## config.mk

```make
export PLATFORM = sky130hd
export DESIGN_NAME = fp_unpack_norm
export DESIGN_NICKNAME = d
export VERILOG_FILES = /design/src/rtl/fp_unpack_norm.sv
export SDC_FILE = /design/constraint.sdc
export NUM_CORES = 1
export LEC_CHECK = 0
export BUFFER_PORTS_ARGS = -buffer_cell sky130_fd_sc_hd__buf_4
export CORE_MARGIN = 2
export CORE_UTILIZATION = 55
export CTS_CLUSTER_SIZE = 25
export DETAILED_ROUTE_END_ITERATION = 10
export PLACE_DENSITY = 0.88
export REMOVE_ABC_BUFFERS = 1
export SKIP_LAST_GASP = 1
export SLEW_MARGIN = 20
export SYNTH_ARGS = -nofsm -noshare
export SYNTH_HDL_FRONTEND = slang
export SYNTH_SLANG_ARGS = --single-unit
```

## constraint.sdc

```tcl
create_clock -name clk -period 4.44 [get_ports clk]
set_clock_uncertainty 0.1 [all_clocks]
set_input_delay 0.222 -clock clk [delete_from_list [all_inputs] [get_ports clk]]
set_output_delay 0.222 -clock clk [all_outputs]
set_load 0.1 [all_outputs]
```

## src/rtl/fp_unpack_norm.sv

```systemverilog
// fp_unpack_norm: unpacks an IEEE-754 operand into sign, unbiased exponent and a
// normalized significand (hidden/leading one at MSB) plus a one-hot class.
// Two-stage valid/ready pipeline, one operand per cycle.
// Build option: FP_UNPACK_DAZ_EN (defined = subnormal inputs treated as signed zero).
module fp_unpack_norm #(
  parameter int unsigned NEXP = 8,
  parameter int unsigned NSIG = 23
) (
  input  logic                   clk,
  input  logic                   rst,
  input  logic                   in_valid,
  output logic                   in_ready,
  input  logic [NEXP+NSIG:0]     in_fp,
  output logic                   out_valid,
  input  logic                   out_ready,
  output logic                   out_neg,
  output logic signed [NEXP+1:0] out_exp,
  output logic [NSIG:0]          out_sig,
  output logic [5:0]             out_class
);

  localparam int unsigned EW   = NEXP + 2;
  localparam int unsigned SW   = NSIG + 1;
  localparam int          BIAS = 2 ** (NEXP - 1) - 1;
  localparam int          EMAX = BIAS;
`ifndef FP_UNPACK_DAZ_EN
  localparam int          EMIN = 1 - BIAS;
  localparam int unsigned LZW  = $clog2(NSIG);
`endif

  // one-hot class bit positions: {snan, qnan, inf, zero, subnormal, normal}
  localparam int unsigned C_NORM = 0;
  localparam int unsigned C_SUB  = 1;
  localparam int unsigned C_ZERO = 2;
  localparam int unsigned C_INF  = 3;
  localparam int unsigned C_QNAN = 4;
  localparam int unsigned C_SNAN = 5;

  logic            s1V;
  logic            s1Neg;
  logic [NEXP-1:0] s1E;
  logic [NSIG-1:0] s1F;
  logic [5:0]      s1Class;
  logic            s1En;
  logic            s2En;

  logic [NEXP-1:0] inE;
  logic [NSIG-1:0] inF;
  logic [5:0]      inClass;

  logic signed [EW-1:0] nExp;
  logic [SW-1:0]        nSig;

`ifndef FP_UNPACK_DAZ_EN
  logic [LZW-1:0] inLz;
  logic [LZW-1:0] s1Lz;
  logic           lzFound;
  logic [LZW:0]   shAmt;
`endif

  // Handshake: a stage advances when it is empty or the stage after it advances.
  assign s2En     = !out_valid || out_ready;
  assign s1En     = !s1V || s2En;
  assign in_ready = s1En;

  assign inE = in_fp[NEXP+NSIG-1:NSIG];
  assign inF = in_fp[NSIG-1:0];

  // Classify the incoming operand from its exponent and fraction fields.
  always_comb begin
    inClass = '0;
    if (&inE) begin
      if (~|inF)          inClass[C_INF]  = 1'b1;
      else if (inF[NSIG-1]) inClass[C_QNAN] = 1'b1;
      else                inClass[C_SNAN] = 1'b1;
    end else if (~|inE) begin
      if (~|inF)          inClass[C_ZERO] = 1'b1;
`ifdef FP_UNPACK_DAZ_EN
      else                inClass[C_ZERO] = 1'b1;
`else
      else                inClass[C_SUB]  = 1'b1;
`endif
    end else begin
      inClass[C_NORM] = 1'b1;
    end
  end

`ifndef FP_UNPACK_DAZ_EN
  // Leading-zero count of the fraction (only used to normalize subnormals).
  always_comb begin
    inLz    = '0;
    lzFound = 1'b0;
    for (int i = int'(NSIG) - 1; i >= 0; i--) begin
      if (!lzFound && inF[i]) begin
        inLz    = LZW'(int'(NSIG) - 1 - i);
        lzFound = 1'b1;
      end
    end
  end
`endif

  // Stage 1 register: raw fields, class and leading-zero count.
  always_ff @(posedge clk or posedge rst) begin
    if (rst) begin
      s1V     <= 1'b0;
      s1Neg   <= 1'b0;
      s1E     <= '0;
      s1F     <= '0;
      s1Class <= '0;
`ifndef FP_UNPACK_DAZ_EN
      s1Lz    <= '0;
`endif
    end else if (s1En) begin
      s1V <= in_valid;
      if (in_valid) begin
        s1Neg   <= in_fp[NEXP+NSIG];
        s1E     <= inE;
        s1F     <= inF;
        s1Class <= inClass;
`ifndef FP_UNPACK_DAZ_EN
        s1Lz    <= inLz;
`endif
      end
    end
  end

  // Stage 2 datapath: unbiased exponent and normalized significand per class.
  always_comb begin
    nExp = '0;
    nSig = '0;
`ifndef FP_UNPACK_DAZ_EN
    shAmt = (LZW+1)'(s1Lz) + (LZW+1)'(1);
`endif
    if (s1Class[C_NORM]) begin
      nExp = EW'(s1E) - EW'(BIAS);
      nSig = {1'b1, s1F};
`ifndef FP_UNPACK_DAZ_EN
    end else if (s1Class[C_SUB]) begin
      nExp = EW'(EMIN) - EW'(s1Lz) - EW'(1);
      nSig = {1'b0, s1F} << shAmt;
`endif
    end else if (s1Class[C_INF]) begin
      nExp = EW'(EMAX + 1);
      nSig = {1'b1, {NSIG{1'b0}}};
    end else if (s1Class[C_QNAN] || s1Class[C_SNAN]) begin
      // NaN payload passes through untouched (no quieting here)
      nExp = EW'(EMAX + 1);
      nSig = {1'b1, s1F};
    end
  end

  // Stage 2 register: outputs hold while stalled by out_ready.
  always_ff @(posedge clk or posedge rst) begin
    if (rst) begin
      out_valid <= 1'b0;
      out_neg   <= 1'b0;
      out_exp   <= '0;
      out_sig   <= '0;
      out_class <= '0;
    end else if (s2En) begin
      out_valid <= s1V;
      if (s1V) begin
        out_neg   <= s1Neg;
        out_exp   <= nExp;
        out_sig   <= nSig;
        out_class <= s1Class;
      end
    end
  end

endmodule

```

==> summary.md <==
| Metric | Value |
|---|---|
| Fin. max-slew vios | `0` |
| Average size of a mapped cell | `9.706 µm²` |
| Final instance area | `0.005961 mm²` |
| Maximum number of pins on one net before global-route repair | `57` |
| Asr flop ratio synth | `1.000` |
| Routed vias | `approximately 4.5k` |
| Hold Crit Start | `in_fp[30]` |
| Crit path max fanout | `23` |
| Worst Setup Path Type | `register to register` |
| Crit. End Element | `register` |
| Synth top area share | `0.4182` |
| R2R setup slack | `1480 ps` |
| Post-synth top area cell | `dfrtp_1` |
| Top-count cell post-synth | `dfrtp_1` |
| Yosys warns | `0` |
| H-Tree Depth | `3` |
| Worst hold-check path type | `input pin to register` |
| Tcrit/Tclk final | `0.6663` |
| Row Count | `35` |
| Synth unique cells | `52` |
| Most frequent cells after synthesis | `dfrtp_1 (85), nand2_1 (74), nor2_1 (56), mux2_2 (35), a21oi_1 (29)` |
| FF-to-FF path depth | `6` |
| Crit path arrival time | `slightly above 3000 ps` |
| Final setup TNS | `0 ps` |
| CTS clk-pin slew, worst paths | `around 90 ps` |
| Hold endpoint | `s1E[7]` |
| Port bufs | `between 70 and 80` |
| Pwr dens | `~490 mW/mm²` |
| Routed wire length | `13640 µm` |
| Iter 0 DRT Violations | `345` |
| Initial antenna violation count | `0` |
| Syn Inst Count | `524` |
| Synth top area cells | `dfrtp_1 (42%), mux2_2 (7.7%), mux4_2 (7.1%), nand2_1 (5.5%), nor2_1 (4.1%)` |
| Final ANT Viol Nets | `0` |
| Area growth syn-to-layout | `17.20%` |
| Worst R2R End | `out_sig[13]` |
| Total setup buffers inserted after CTS | `0` |
| Share of post-route cells with drive strength above 1 | `0.2676` |
| Post_cts resized | `0` |
| Wirelength per Cell | `between 15 and 20 µm` |
| CTS Buf Count | `9` |
| Die width | `around 100 µm` |
| CTS max path bufs | `2` |
| Gr usage total | `0.2843` |
| Max Cap Viol | `0` |
| Relative slew slack | `0.2772` |
| Hold path depth | `2` |
| Initial Utilization | `0.5584` |
| Final hold violation count | `0` |
| Placed instance area | `between 0.005 and 0.006 mm²` |
| F_max | `0.3380 GHz` |
| Clk Latency, worst-skew pair | `360 ps` |
| CTS Sinks | `between 80 and 90` |
| Min setup slack post-route | `1481 ps` |
| Vias in the first global route | `about 4.4k` |
| First-pass GRT wire length | `22300 µm` |
| N_diodes | `0` |
| Leakage | `2.597 nW` |
| Core Area | `0.009109 mm²` |
| Worst-Margin Slew | `1080 ps` |
| Cell area after synthesis | `approximately 0.005 mm²` |
| Root Driver | `clkbuf_8` |
| CTS tree | `done` |
| Io pins | `slightly below 80` |
| Drt drc | `0` |
| Gr ovfl total | `0` |
| Routability cong. | `0.9318` |
| Final nets | `between 600 and 700` |
| PnR Total Power | `2.937 mW` |
| Critical Path Start Type | `register` |
| # setup viols final | `0` |
| Max IR drop VDD | `0.2336 mV` |
| Min Tclk post-route | `2959 ps` |
| RSZ-0062 raised after global routing | `no` |
| Outcome | `finished, final reports clean` |
| Full die area | `0.01003 mm²` |
| Hold_ws | `14.99 ps` |
| Post-synthesis sequential area ratio | `0.4182` |
| Worst Path Required | `4590 ps` |
| HPWL Detailed | `9771 µm` |
| Reg2reg start | `s1Lz[1]` |
| Synth Flop Type | `dfrtp_1` |
| Via/cell ratio | `6.360` |
| Die Y | `100.2 µm` |
| Drt pass-1 iters | `5` |
| Dpl ws | `1506 ps` |
| Synth Register Bits | `85` |
| EDFF count, synth | `0` |
| CTS Hold Bufs | `7` |
-- where the power goes --
| part | total [mW] | switching, mW | leakage [nW] | internal, mW |
|---|---|---|---|---|
| clock | 0.527 | 0.315 | 0.0963 | 0.213 |
| sequential | 1.02 | 0.131 | 1.03 | 0.892 |
| combinational | 1.39 | 0.954 | 1.47 | 0.433 |
-- cells in the final DEF, fill, tap and decap left out, drive strengths merged, types with 5 or more instances in the layout --
cell,instances
o211ai,5
nor3,15
o21ai,26
clkbuf,9
a221oi,7
inv,14
o22ai,10
dlygate4sd3,7
nand2,74
nand3,25
dfrtp,85
nand4,7
a21oi,29
nor2,56
o221ai,5
mux4,20
mux2i,8
mux2,35
o31ai,5
nor4,5
buf,85
xnor2,9
nand2b,5
-- worst max-delay path, cell delays in order (launching register included) --
cell     delay (ps)
dfrtp_1         440
ha_1            920
mux4_2          620
mux2_2          290
nand2_1          60
o21ai_0          80
a221o_1         330
-- metal layers --
layer	track usage	routed length (µm)	up-vias
met5	0	0	-
met4	0.1012	336	0
met3	0.05014	996	32
met2	0.4461	6404	228
met1	0.4016	5902	2195
li1	-	-	2054
-- per-stage QoR --
step / instances / utilization
floorplan: 490 / -
global placement: 686 / 0.6269
detailed placement: 686 / 0.6269
CTS: 709 / 0.6544
global route: 709 / 0.6544
finish: 709 / 0.6544
-- sequential cells by signal (all words and copies together) (netlist names), 5 cells and up --
register,cells
s1E,8
s1Class,6
out_exp,9
s1F,23
s1Lz,5
out_class,6
out_sig,24
-- worst max path at each step --
stage	slack, ps	endpoint	startpoint	cells after the start
after floorplan	390	s1Class[3]	out_valid	4
after global placement	1520	out_sig[13]	s1Lz[1]	6
after detailed placement	1510	out_sig[13]	s1Lz[1]	6
after CTS	1480	out_sig[13]	s1Lz[1]	6
after global routing	1330	out_sig[13]	s1Lz[1]	6
final	1480	out_sig[13]	s1Lz[1]	6
-- layout make-up --
| class | instances | area [µm²] |
|---|---|---|
| Fill cell | 722 | 3148 |
| Clock inverter | 7 | 56.30 |
| Multi-Input combinational cell | 394 | 2764 |
| Tap cell | 111 | 138.9 |
| Inverter | 11 | 42.54 |
| Sequential cell | 85 | 2127 |
| Timing Repair Buffer | 92 | 708.2 |
| Clock buffer | 9 | 123.9 |
-- cell families (layout without fill, tap and decap cells) --
| kind of cell | Yosys count | in the layout | synth area share |
|---|---|---|---|
| simple gates | 202 | 202 | 0.1769 |
| buf+inv | 45 | 119 | 0.04157 |
| flops | 85 | 85 | 0.4182 |
| mux | 63 | 63 | 0.1847 |
| fa+ha+maj | 4 | 4 | 0.009840 |
| xor+xnor | 13 | 13 | 0.02756 |
| compound gates | 112 | 112 | 0.1412 |
(Power assumes the default switching activity.)
